===== src/rtl/prog_loader.sv =====
// prog_loader: byte-stream program loader that writes 18-bit words into
// program memory, then releases the CPU.
// Ports: i_clock, i_reset_n (async, active-low), i_start, i_byte[0:7],
//   i_valid / o_ready byte handshake, o_wAddr[0:15], o_wData[0:17], o_wEn,
//   o_busy, o_err, o_cpuRun.
// Build option: define PROG_LOADER_CHECKSUM_EN to add a trailing
//   checksum byte; the load then fails unless the 8-bit sum of all word
//   bytes plus the checksum byte is zero.
module prog_loader #(
   parameter int MAX_WORDS = 65535
) (
   input  logic        i_clock,
   input  logic        i_reset_n,
   input  logic        i_start,
   input  logic [0:7]  i_byte,
   input  logic        i_valid,
   output logic        o_ready,
   output logic [0:15] o_wAddr,
   output logic [0:17] o_wData,
   output logic        o_wEn,
   output logic        o_busy,
   output logic        o_err,
   output logic        o_cpuRun
);

   typedef enum logic [3:0] {
      IDLE,
      LEN_HI,
      LEN_LO,
      B0,
      B1,
      B2,
      WRITE,
`ifdef PROG_LOADER_CHECKSUM_EN
      CSUM,
`endif
      DONE,
      ERR
   } stateT;

   localparam logic [0:15] maxWords = 16'(MAX_WORDS);

`ifdef PROG_LOADER_CHECKSUM_EN
   localparam stateT finState = CSUM;
`else
   localparam stateT finState = DONE;
`endif

   stateT       state;
   stateT       nextState;
   logic [0:15] wordCnt;
   logic [0:15] addr;
   logic [0:17] word;
   logic [0:15] lenFull;
   logic        lastWord;

   // Full count is only meaningful while the low byte is on i_byte.
   assign lenFull  = {wordCnt[0:7], i_byte};
   assign lastWord = (addr + 16'd1) == wordCnt;
   assign o_wAddr  = addr;
   assign o_wData  = word;

`ifdef PROG_LOADER_CHECKSUM_EN
   logic [0:7] sum;
   logic [0:7] sumTotal;
   assign sumTotal = sum + i_byte;
`endif

   always_ff @(posedge i_clock or negedge i_reset_n) begin
      if (!i_reset_n) begin
         state <= IDLE;
      end else begin
         state <= nextState;
      end
   end

   always_comb begin
      nextState = state;
      o_ready   = 1'b0;
      o_wEn     = 1'b0;
      o_busy    = 1'b1;
      o_err     = 1'b0;
      o_cpuRun  = 1'b0;
      unique case (state)
         IDLE: begin
            o_busy = 1'b0;
            if (i_start) nextState = LEN_HI;
         end
         LEN_HI: begin
            o_ready = 1'b1;
            if (i_valid) nextState = LEN_LO;
         end
         LEN_LO: begin
            o_ready = 1'b1;
            if (i_valid) begin
               if (lenFull > maxWords) nextState = ERR;
               else if (lenFull == '0) nextState = finState;
               else nextState = B0;
            end
         end
         B0: begin
            o_ready = 1'b1;
            if (i_valid) nextState = B1;
         end
         B1: begin
            o_ready = 1'b1;
            if (i_valid) nextState = B2;
         end
         B2: begin
            o_ready = 1'b1;
            if (i_valid) nextState = WRITE;
         end
         WRITE: begin
            o_wEn     = 1'b1;
            nextState = lastWord ? finState : B0;
         end
`ifdef PROG_LOADER_CHECKSUM_EN
         CSUM: begin
            o_ready = 1'b1;
            if (i_valid) nextState = (sumTotal == '0) ? DONE : ERR;
         end
`endif
         DONE: begin
            o_busy   = 1'b0;
            o_cpuRun = 1'b1;
            if (i_start) nextState = LEN_HI;
         end
         ERR: begin
            o_busy = 1'b0;
            o_err  = 1'b1;
            if (i_start) nextState = LEN_HI;
         end
         default: nextState = IDLE;
      endcase
   end

   always_ff @(posedge i_clock or negedge i_reset_n) begin
      if (!i_reset_n) begin
         wordCnt <= '0;
         addr    <= '0;
         word    <= '0;
      end else begin
         case (state)
            IDLE, DONE, ERR: if (i_start) addr <= '0;
            LEN_HI: if (i_valid) wordCnt[0:7] <= i_byte;
            LEN_LO: if (i_valid) wordCnt[8:15] <= i_byte;
            // Upper six bits of the first byte are padding.
            B0: if (i_valid) word[0:1] <= i_byte[6:7];
            B1: if (i_valid) word[2:9] <= i_byte;
            B2: if (i_valid) word[10:17] <= i_byte;
            WRITE: addr <= addr + 16'd1;
            default: ;
         endcase
      end
   end

`ifdef PROG_LOADER_CHECKSUM_EN
   always_ff @(posedge i_clock or negedge i_reset_n) begin
      if (!i_reset_n) begin
         sum <= '0;
      end else begin
         case (state)
            IDLE, DONE, ERR: if (i_start) sum <= '0;
            B0, B1, B2: if (i_valid) sum <= sumTotal;
            default: ;
         endcase
      end
   end
`endif

endmodule


===== config.mk =====
export PLATFORM = sky130hd
export DESIGN_NAME = prog_loader
export DESIGN_NICKNAME = d
export VERILOG_FILES = /design/src/rtl/prog_loader.sv
export SDC_FILE = /design/constraint.sdc
export NUM_CORES = 1
export LEC_CHECK = 0
export ABC_AREA = 1
export CAP_MARGIN = 30
export CORE_MARGIN = 2
export CORE_UTILIZATION = 30
export CTS_CLUSTER_SIZE = 10
export DETAILED_ROUTE_END_ITERATION = 10
export RECOVER_POWER = 25
export SLEW_MARGIN = 40
export SYNTH_ARGS = -nofsm -noshare
export SYNTH_HDL_FRONTEND = slang
export SYNTH_SLANG_ARGS = --single-unit

===== constraint.sdc =====
create_clock -name i_clock -period 4.8 [get_ports i_clock]
set_input_delay 0.96 -clock i_clock [delete_from_list [all_inputs] [get_ports i_clock]]
set_output_delay 0.96 -clock i_clock [all_outputs]
set_load 0.03 [all_outputs]

* Word level (Yosys, flattened, before mapping)
Cells that the tools add are included.
** Operators by class
- Add/subtract/negate cells :: 1
- Reductions and logical operators :: 12
- Multiplexer cells :: 17
- Equality and inequality tests :: 15
- Magnitude comparators :: 1
** Operators with widths (count)
- 16-bit case mux with 2 select lines :: 1
- 4-bit 2-to-1 mux :: 7
- 4-bit case mux with 7 select lines :: 1
- 16-bit by 1-bit adder with 16-bit output (second input constant) :: 1
- 16-bit equality test :: 1
- 4-bit by 3-bit equality test with 1-bit output (second input constant) :: 4
- 16-bit greater-than comparator (second input constant) :: 1
- 16-bit logical NOT :: 1
- 16-bit 2-to-1 mux :: 1
- 2-bit AND reduction :: 6
- 2-bit != test (second input constant) :: 5
- 4-bit by 2-bit equality test with 1-bit output (second input constant) :: 2
- 3-bit 2-to-1 mux :: 2
- 6-bit AND reduction :: 1
- 1-bit 2-to-1 mux :: 5
- 5-bit OR reduction :: 1
- 4-bit by 1-bit equality test with 1-bit output (second input constant) :: 1
- 4-bit equality test (second input constant) :: 1
- 4-bit logical NOT :: 1
- 3-bit OR reduction :: 1
- 2-bit by 1-bit != test with 1-bit output (second input constant) :: 1
- 2-bit nonzero test :: 1
** Word-level totals
- Output and inout port bits :: 39
- Flip-flop bits (word level) :: 54
- Input bits :: 12
- Logic and storage cells :: 53

* Longest topological paths before layout
Gate-level depths: netlist (run 1).
- Depth in word-level cells :: 5
- Gate-level depth with buffers :: 12
- Mapped depth without buffers :: 12

* Worst setup path after synthesis (run 1)
No wires, ideal clock.
- Path kind :: flip-flop to output port
- Start :: register state[2]
- End :: output port o_ready
- Setup slack :: 2.759 ns
- Stages on the path, launching flop included :: 5
- Path buffers :: 0
- Arrival :: 1.081 ns
- Path through :: dfrtp_1 inv_2 nand2_1 o21ai_2 nor2_1
** Between the ends
- Word-level cells in the longest chain between the ends :: 3
- Elaborated cells between the ends (all ways) :: 7
- Classes of those cells :: eq/ne: 5; mux: 1; reduce/logical: 1
** Ends and longest elaborated chain
- from (decl) :: RTL line 49 : stateT state;
- from (signal assigned) :: RTL line 73 : state <= nextState;
- 4-bit by 3-bit equality test with 1-bit output, or another cell as far along :: RTL line 84 : unique case (state)
- 5-bit OR reduction (no source line) *
- 1-bit 2-to-1 mux * :: RTL line 84
- to (decl) :: RTL line 17 : output logic o_ready,
Mark *: on every way between the ends. The rest lies on a longest branch, timed or not.

* Final worst setup path (run 1)
- Start :: register state[0]
- End :: output port o_wEn
** Between the ends
- Word-level cells in the longest chain between the ends :: 2
** Ends and longest elaborated chain
- 4-bit by 3-bit equality test with 1-bit output :: RTL line 84
- 1-bit 2-to-1 mux :: RTL line 84
- to (decl) :: RTL line 20 : output logic o_wEn,
Every way passes these cells.

==> results of run 1 <==
==> final timing paths <==
check,to,start,slack (ns)
worst max-delay path,o_wEn,state[0],1.81
worst min-delay path,o_wData[15],o_wData[15],0.50
worst max register to register,o_wAddr[9],state[0],2.58
worst min register to register,o_wData[15],o_wData[15],0.50
max in group asynchronous,o_wAddr[12],i_reset_n,3.57
min in group asynchronous,o_wData[11],i_reset_n,0.75
==> state kept, by name (all words and copies together), names as in the netlist <==
name / cells
o_wData: 18
o_wAddr: 16
wordCnt: 16
state: 3
==> per-layer routing <==
layer / routed length [um] / track usage, % / vias up
met4: 174 / 4.99 / 0
li1: - / - / 1319
met1: 3480 / 20.3 / 1243
met2: 3290 / 23.9 / 73
met3: 389 / 3.24 / 16
met5: 0 / 0 / -
==> critical path: stages, from the launching register on <==
cell	delay, ns
dfrtp_1	0.42
inv_2	0.10
nand2_1	0.11
nor2_4	0.33
clkdlybuf4s50_1	0.74
==> report_power, final <==
part / leakage, uW / switching [uW] / total [uW] / internal, uW
logic: 0.000855 / 800 / 1300 / 499
registers: 0.000682 / 216 / 865 / 649
clock network: 0.0000574 / 160 / 330 / 170
==> cells by family (layout without fill, tap and decap cells) <==
logic type      after synthesis  after routing
simple gates                206            206
compound gates               58             58
buf+inv                      53            104
fa+ha+maj                     1              1
other cells                   1              1
flops                        53             53
xor+xnor                      3              3
==> area by class of cell <==
cell class	instances	area [um2]	share of cell area, %
clock buffer	6	82.6	2.33
tap	111	139	3.91
multi-input combinational	269	1300	36.6
clock inverter	2	37.5	1.06
inverter	46	173	4.86
sequential	53	1330	37.4
timing repair buffer	50	493	13.9
==> cells in the final DEF (no fill, tap or decap) <==
cell	instances
clkinvlp_4	1
o22ai_1	8
ha_1	1
bufinv_16	1
nand3_1	37
xnor2_1	3
nor3_1	2
clkinv_1	1
dfrtp_1	53
nand2_4	1
nor4_1	1
nand3b_1	3
or2_2	1
nand4_1	12
clkdlybuf4s50_1	48
o21ai_0	45
buf_2	1
nor2_2	3
or2_0	1
nand2_2	4
a21oi_2	1
buf_4	1
a21oi_1	2
nand3_2	1
inv_2	5
nor2_4	6
nor2_1	17
a31oi_1	1
o21ai_2	1
clkbuf_8	6
inv_1	40
conb_1	1
nand2_1	117
==> stage by stage <==
stage	util, %	hold WS, ns
floorplan	-	0.466
global placement	37.3	0.472
detailed placement	37.3	0.479
CTS	38.6	0.505
global route	38.6	0.528
finish	38.6	0.497
==> flow_metrics.tcl, run 1 <==
set metrics [dict create \
    fin_nets 438 \
    grt_max_degree 54 \
    netlist.area_leader.share_pct 46.8 \
    yosys.area_share.adder_pct 0.441 \
    die_x_um 101 \
    yosysWarnings 0 \
    cts_made_buffers 5 \
    ir_worst_vdd_mv 0.338 \
    finalInstanceArea_um2 3550 \
    setup_ws_ns 1.81 \
    cts-resized-gates 0 \
    status "finished, final reports clean" \
    synthesis.area_um2 2840 \
    yosysTopAreaCell "dfrtp_1" \
    synth_edf_count 0 \
    timing.hold.worst.class "flip-flop to flip-flop" \
    max-cap-violations 0 \
    post_cts_buffers 0 \
    syn_avg_cell_area_um2 7.56 \
    path_clk_slew_ns 0.10 \
    leakage_uw 0.00159 \
    finalCriticalPeriod_ns 2.99 \
    clkLatencyLatePin_ns 0.32 \
    grt_setup_unrepaired "no" \
    fill_cells 970 \
    ys_seq_elements 53 \
    antenna_cells 0 \
    start_util_pct 30.8 \
    drt-initial-drc-count 133 \
    syn2layout_area_growth_pct 25.1 \
    io_buffers 49 \
    ys_types 31 \
    timing.final.crit_share_pct 62.2 \
    grt_pass1_wl_um 12100 \
    dp.cells 529 \
    drt-vias-per-instance 4.94 \
    synthTopCellsByArea "dfrtp_1 47%, nand2_1 15%, o21ai_0 7.9%" \
    dp_hpwl_um 5410 \
    synth_nets 388 \
    ctsHoldBuffers 0 \
    rr_worst_depth 6 \
    synthTopCellsByCount "117 x nand2_1, 53 x dfrtp_1, 45 x o21ai_0" \
    required_ns 3.84 \
    setup_viol 0 \
    wire_per_inst_um 13.6 \
    htreeDepth 2 \
    synth_top_family_by_area "simple AND/OR/NAND/NOR gates" \
    die_h_um 101 \
    drive_above_1_share_pct 7.75 \
    hold_violations 0 \
    worstSetupStartpointType "flip-flop" \
    synth-xor-area-share_pct 0.926 \
    synth_mux_area_share_pct 0 \
    place.gp.congestion 0.914 \
    cts.sinks 53 \
    cts_tree "yes" \
    critPathKind "flip-flop to output port" \
    fin_skew_ns 0.00728 \
    final_cells 537 \
    yosysMostFrequentCell "nand2_1" \
    cts_buffer_depth 2 \
    synth_ff_type "dfrtp_1" \
    via_count 2651 \
    root_buffer "clkbuf_8" \
    async_flop_share_pct 100 \
    setup_tns_ns 0 \
    powerDensity_nw_per_um2 703 \
    post_dp_cell_area_um2 3430 \
    tightest_slew_ns 0.699 \
    io_pins 51 \
    yosys.area_share.simple_pct 33.4 \
    ys_seq_area_share_pct 46.8 \
    ant_nets 0 \
    synth_compound_area_share_pct 10.9 \
    grt_overflow 0 \
    first_pass_iters 5 \
    slew_viol_final 0 \
    fp-row-count 35 \
    fmax_ghz 0.335 \
    wl_um 7330 \
    whs_path_depth 2 \
    coreArea_um2 9200 \
    pre_cts_slack_ns 2.17 \
    track_usage_pct 15.0 \
    antenna_found_initial 0 \
    critPathArrivalTime_ns 2.03 \
    die_area_um2 10200 \
    syn_inst 375 \
    critPathMaxFanout 12 \
    drc 0 \
    first_global_vias 2540 \
    crit_path_end_kind "output port" \
    power_uw 2490 \
    relSlewSlack_pct 53.4 \
]
Note: power is estimated with default switching activity, not from simulation.
==> run 2, diff against run 1 <==
Clock period 4.8 ns to 3.08 ns, I/O delays scaled along.
==> run 2 against run 1 <==
  * Via count is 0.19% higher
  * Total power increased by 59%
  * Clock-buffer cell count is 1 lower
  * Utilization grew 0.34 points
  * Cell area increased by 0.88%
  * Sequential power increased by 56%
  * Highest routed layer unchanged
==> flow_metrics.tcl, run 2 (same netlist as run 1, synthesis figures left out) <==
set metrics [dict create \
    ctsHoldBuffers 0 \
    cts_made_buffers 5 \
    timing.final.crit_share_pct 80.4 \
    tightest_slew_ns 1.38 \
    cts_buffer_depth 2 \
    grt_overflow 0 \
    start_util_pct 30.8 \
    ant_nets 0 \
    finalCriticalPeriod_ns 2.48 \
    root_buffer "clkbuf_8" \
    die_x_um 101 \
    fill_cells 959 \
    antenna_cells 0 \
    met2WireLength_um 3460 \
    max-cap-violations 0 \
    largest_reg_flops 18 \
    slew_viol_final 0 \
    cts-resized-gates 0 \
    post_dp_cell_area_um2 3450 \
    wire_per_inst_um 14.0 \
    coreArea_um2 9200 \
    clkLatencyLatePin_ns 0.31 \
    layout_commonest_cell "nand2_1" \
    cpMaxStageDelayCell "clkdlybuf4s50_1" \
    die_area_um2 10200 \
    cts_tree "yes" \
    top_layer "met4" \
    via_count 2656 \
    worstSetupStartpointType "flip-flop" \
    met3_length_um 429 \
    fp-row-count 35 \
    setup_viol 0 \
    die_h_um 101 \
    grt_max_degree 26 \
    drive_above_1_share_pct 7.69 \
    place.gp.congestion 0.889 \
    critPathMaxFanout 7 \
    dp_hpwl_um 5620 \
    htreeDepth 2 \
    io_pins 51 \
    drc 0 \
    post_cts_buffers 0 \
    track_usage_pct 15.3 \
    met1_length_um 3570 \
    crit_path_max_incr_delay_ns 0.68 \
    leakage_uw 0.00161 \
    drt-initial-drc-count 153 \
    crit_path_end_kind "output port" \
    ir_worst_vdd_mv 0.613 \
    setup_tns_ns 0 \
    fin_nets 441 \
    timing.hold.worst.class "primary input to asynchronous set/reset pin" \
    path_cells "inv_2 > nand2_1 > o21ai_2 > nor2_1 > clkdlybuf4s50_1" \
    critPathKind "flip-flop to output port" \
    syn2layout_area_growth_pct 26.2 \
    status "finished, final reports clean" \
    cts.sinks 53 \
    fin_skew_ns 0.00632 \
    relSlewSlack_pct 8.19 \
    wl_um 7550 \
    path_clk_slew_ns 0.10 \
    critPathArrivalTime_ns 1.86 \
    hold_violations 0 \
    grt_setup_unrepaired "no" \
    first_global_vias 2540 \
    required_ns 2.46 \
    io_buffers 49 \
    layout_common_cells "117 x nand2_1, 53 x dfrtp_1, 48 x clkdlybuf4s50_1, 45 x o21ai_0, 40 x inv_1" \
    finalInstanceArea_um2 3580 \
    powerDensity_nw_per_um2 1110 \
    fmax_ghz 0.404 \
    antenna_found_initial 0 \
    grt_pass1_wl_um 12400 \
    first_pass_iters 4 \
    drt-vias-per-instance 4.92 \
]
[run 2: cell types whose count changed in the layout (fill, tap and decap cells not counted)]
cell and delta:
clkinvlp_4 -1, bufinv_16 +1, inv_6 +1, buf_2 -1
buf_4 +1, clkbuf_1 +3, clkbuf_8 -1
[run 2: report_power, final]
group | switching (uW) | internal [uW] | total, uW
registers | 337 | 1010 | 1350
clock network | 250 | 327 | 577
logic | 1260 | 783 | 2050
[run 2: path summary, 6_finish.rpt]
path / from / to / slack, ns / depth (start not counted)
worst max-delay path: state[2] / o_ready / 0.60 / 5
worst max register to register: state[0] / o_wAddr[4] / 0.97 / 6
max in group asynchronous: i_reset_n / o_wAddr[12] / 1.40 / 2
min in group i_clock: o_wData[16] / o_wData[16] / 0.50 / 2
worst min-delay path: i_reset_n / o_wData[11] / 0.12 / 1
worst min register to register: o_wData[16] / o_wData[16] / 0.50 / 2
[run 2: layout make-up]
class                   count  area [um2]  area share (%)
multi-input cells         269        1300            36.3
inverters                  46         173            4.82
well taps                 111         139            3.88
clock buffers               5        68.8            1.92
repair buffers             53         507            14.2
clock inverters             3        68.8            1.92
flip-flops and latches     53        1330            37.0
[run 2: per-stage QoR]
| step | setup slack [ns] | utilization, % | power (uW) | instances | hold slack, ns |
|---|---|---|---|---|---|
| finish | 0.603 | 38.9 | 3970 | 540 | 0.121 |
| global route | 0.506 | 38.9 | 4270 | 540 | 0.114 |
| CTS | 0.589 | 39.0 | 4000 | 540 | 0.0740 |
| detailed placement | 0.932 | 37.5 | 3410 | 532 | 0.433 |
| global placement | 0.954 | 37.5 | 3360 | 532 | 0.431 |
| floorplan | 1.28 | - | 2620 | 375 | 0.320 |
[run 2: critical path: cells and delay by family, from the launching register on]
family,cells,cell delay (ns)
simple gates,2,0.23
compound gates,1,0.08
buf+inv,2,0.80
flops,1,0.44
[run 2: metal layers]
layer / vias to the layer above / global-route usage (%)
li1: 1330 / -
met1: 1230 / 21.0
met2: 86 / 25.0
met3: 10 / 3.11
met4: 0 / 3.64
met5: - / 0
==> run 3, diff against run 2 <==
Clock period 3.08 ns to 2.6 ns, I/O delays scaled along.
==> run 3 against run 2 <==
  * Die area unchanged
  * Clock skew down 0.00059 ns
  * Wire length rose by 1.2%
  * Largest power group unchanged
  * Highest routed layer unchanged
==> flow_metrics.tcl, run 3 (same netlist as run 1, synthesis figures left out) <==
set metrics [dict create \
    status "finished, final reports clean" \
    drive_above_1_share_pct 8.60 \
    worstSetupStartpointType "flip-flop" \
    setup_ws_ns 0.201 \
    htreeDepth 2 \
    fin_nets 442 \
    first_global_vias 2548 \
    rr_worst_depth 10 \
    pre_cts_slack_ns 0.558 \
    setup_tns_ns 0 \
    wl_um 7640 \
    grt_overflow 0 \
    cts-resized-gates 0 \
    critPathKind "flip-flop to output port" \
    whs_path_depth 2 \
    ant_nets 0 \
    die_x_um 101 \
    critPathMaxFanout 7 \
    root_buffer "clkbuf_8" \
    dp.cells 533 \
    final_cells 541 \
    syn2layout_area_growth_pct 26.0 \
    io_buffers 49 \
    cts_tree "yes" \
    ctsHoldBuffers 0 \
    max-cap-violations 0 \
    required_ns 2.08 \
    grt_pass1_wl_um 12600 \
    r2r_slack_ns 0.77 \
    dp_hpwl_um 5680 \
    cts.sinks 53 \
    cts_made_buffers 5 \
    whs_ns 0.503 \
    wire_per_inst_um 14.1 \
    grt_setup_unrepaired "no" \
    largest_reg_flops 18 \
    track_usage_pct 15.6 \
    cts_buffer_depth 2 \
    layout_common_cells "117 x nand2_1, 53 x dfrtp_1, 48 x clkdlybuf4s50_1, 45 x o21ai_0, 40 x inv_1" \
    slew_viol_final 0 \
    fill_cells 972 \
    coreArea_um2 9200 \
    place.gp.congestion 0.914 \
    fin_skew_ns 0.00573 \
    finalCriticalPeriod_ns 2.40 \
    relSlewSlack_pct 10.5 \
    ir_worst_vdd_mv 0.534 \
    io_pins 51 \
    setup_viol 0 \
    grt_max_degree 54 \
    drt-vias-per-instance 4.92 \
    timing.hold.worst.class "flip-flop to flip-flop" \
    start_util_pct 30.8 \
    critPathArrivalTime_ns 1.88 \
    timing.final.crit_share_pct 92.3 \
    powerDensity_nw_per_um2 1300 \
    tightest_slew_ns 1.34 \
    layout_commonest_cell "nand2_1" \
    die_h_um 101 \
    drc 0 \
    antenna_found_initial 0 \
    clkLatencyLatePin_ns 0.32 \
    fin_util_pct 38.9 \
    fmax_ghz 0.417 \
    post_cts_buffers 0 \
    drt-initial-drc-count 162 \
    hold_violations 0 \
    first_pass_iters 4 \
    leakage_uw 0.00162 \
    path_clk_slew_ns 0.11 \
    via_count 2662 \
    antenna_cells 0 \
    die_area_um2 10200 \
    crit_path_end_kind "output port" \
    fp-row-count 35 \
]
## run 3: changes by cell type in the layout (fill, tap and decap cells not counted)
cell and delta:
buf_4 +2, inv_6 +1, clkbuf_2 +1, bufinv_16 -1, clkbuf_1 -3, buf_2 +1
## run 3: area by class of cell
| class | instances | area [um2] | share of cell area, % |
|---|---|---|---|
| sequential | 53 | 1330 | 37.1 |
| clock inverter | 3 | 47.5 | 1.33 |
| tap | 111 | 139 | 3.89 |
| timing repair buffer | 54 | 520 | 14.6 |
| multi-input combinational | 269 | 1300 | 36.3 |
| inverter | 46 | 173 | 4.83 |
| clock buffer | 5 | 68.8 | 1.93 |
## run 3: final timing paths
path	start	endpoint
max	state[2]	o_ready
min	o_wData[17]	o_wData[17]
max reg2reg	o_wAddr[15]	state[2]
min reg2reg	o_wData[17]	o_wData[17]
max in group asynchronous	i_reset_n	wordCnt[11]
min in group asynchronous	i_reset_n	o_wData[12]
## run 3: critical path: stages, from the launching register on
cell and delay (ns):
dfrtp_1 0.45, inv_2 0.12, nand2_1 0.10, o21ai_2 0.07, nor2_1 0.14, clkdlybuf4s50_1 0.69
## run 3: routing by layer
metal	share of wire (%)	up-vias	GRT usage, %
li1	-	1330	-
met1	46	1236	21.8
met2	47	87	25.0
met3	5.9	9	3.11
met4	1.1	0	3.43
met5	0	-	0
## run 3: stage by stage
step / area [um2] / power, uW
4_1_cts: 3580 / 4680
6_report: 3570 / 4640
2_1_floorplan: 2840 / 3110
3_5_place_dp: 3460 / 4070
5_1_grt: 3570 / 4990
3_3_place_gp: 3460 / 4030
## run 3: report_power, final
part | internal (uW) | leakage [uW] | switching, uW
registers | 1200 | 0.000682 | 402
logic | 944 | 0.000874 | 1500
clock network | 295 | 0.0000591 | 310
total | 2440 | 0.00162 | 2210
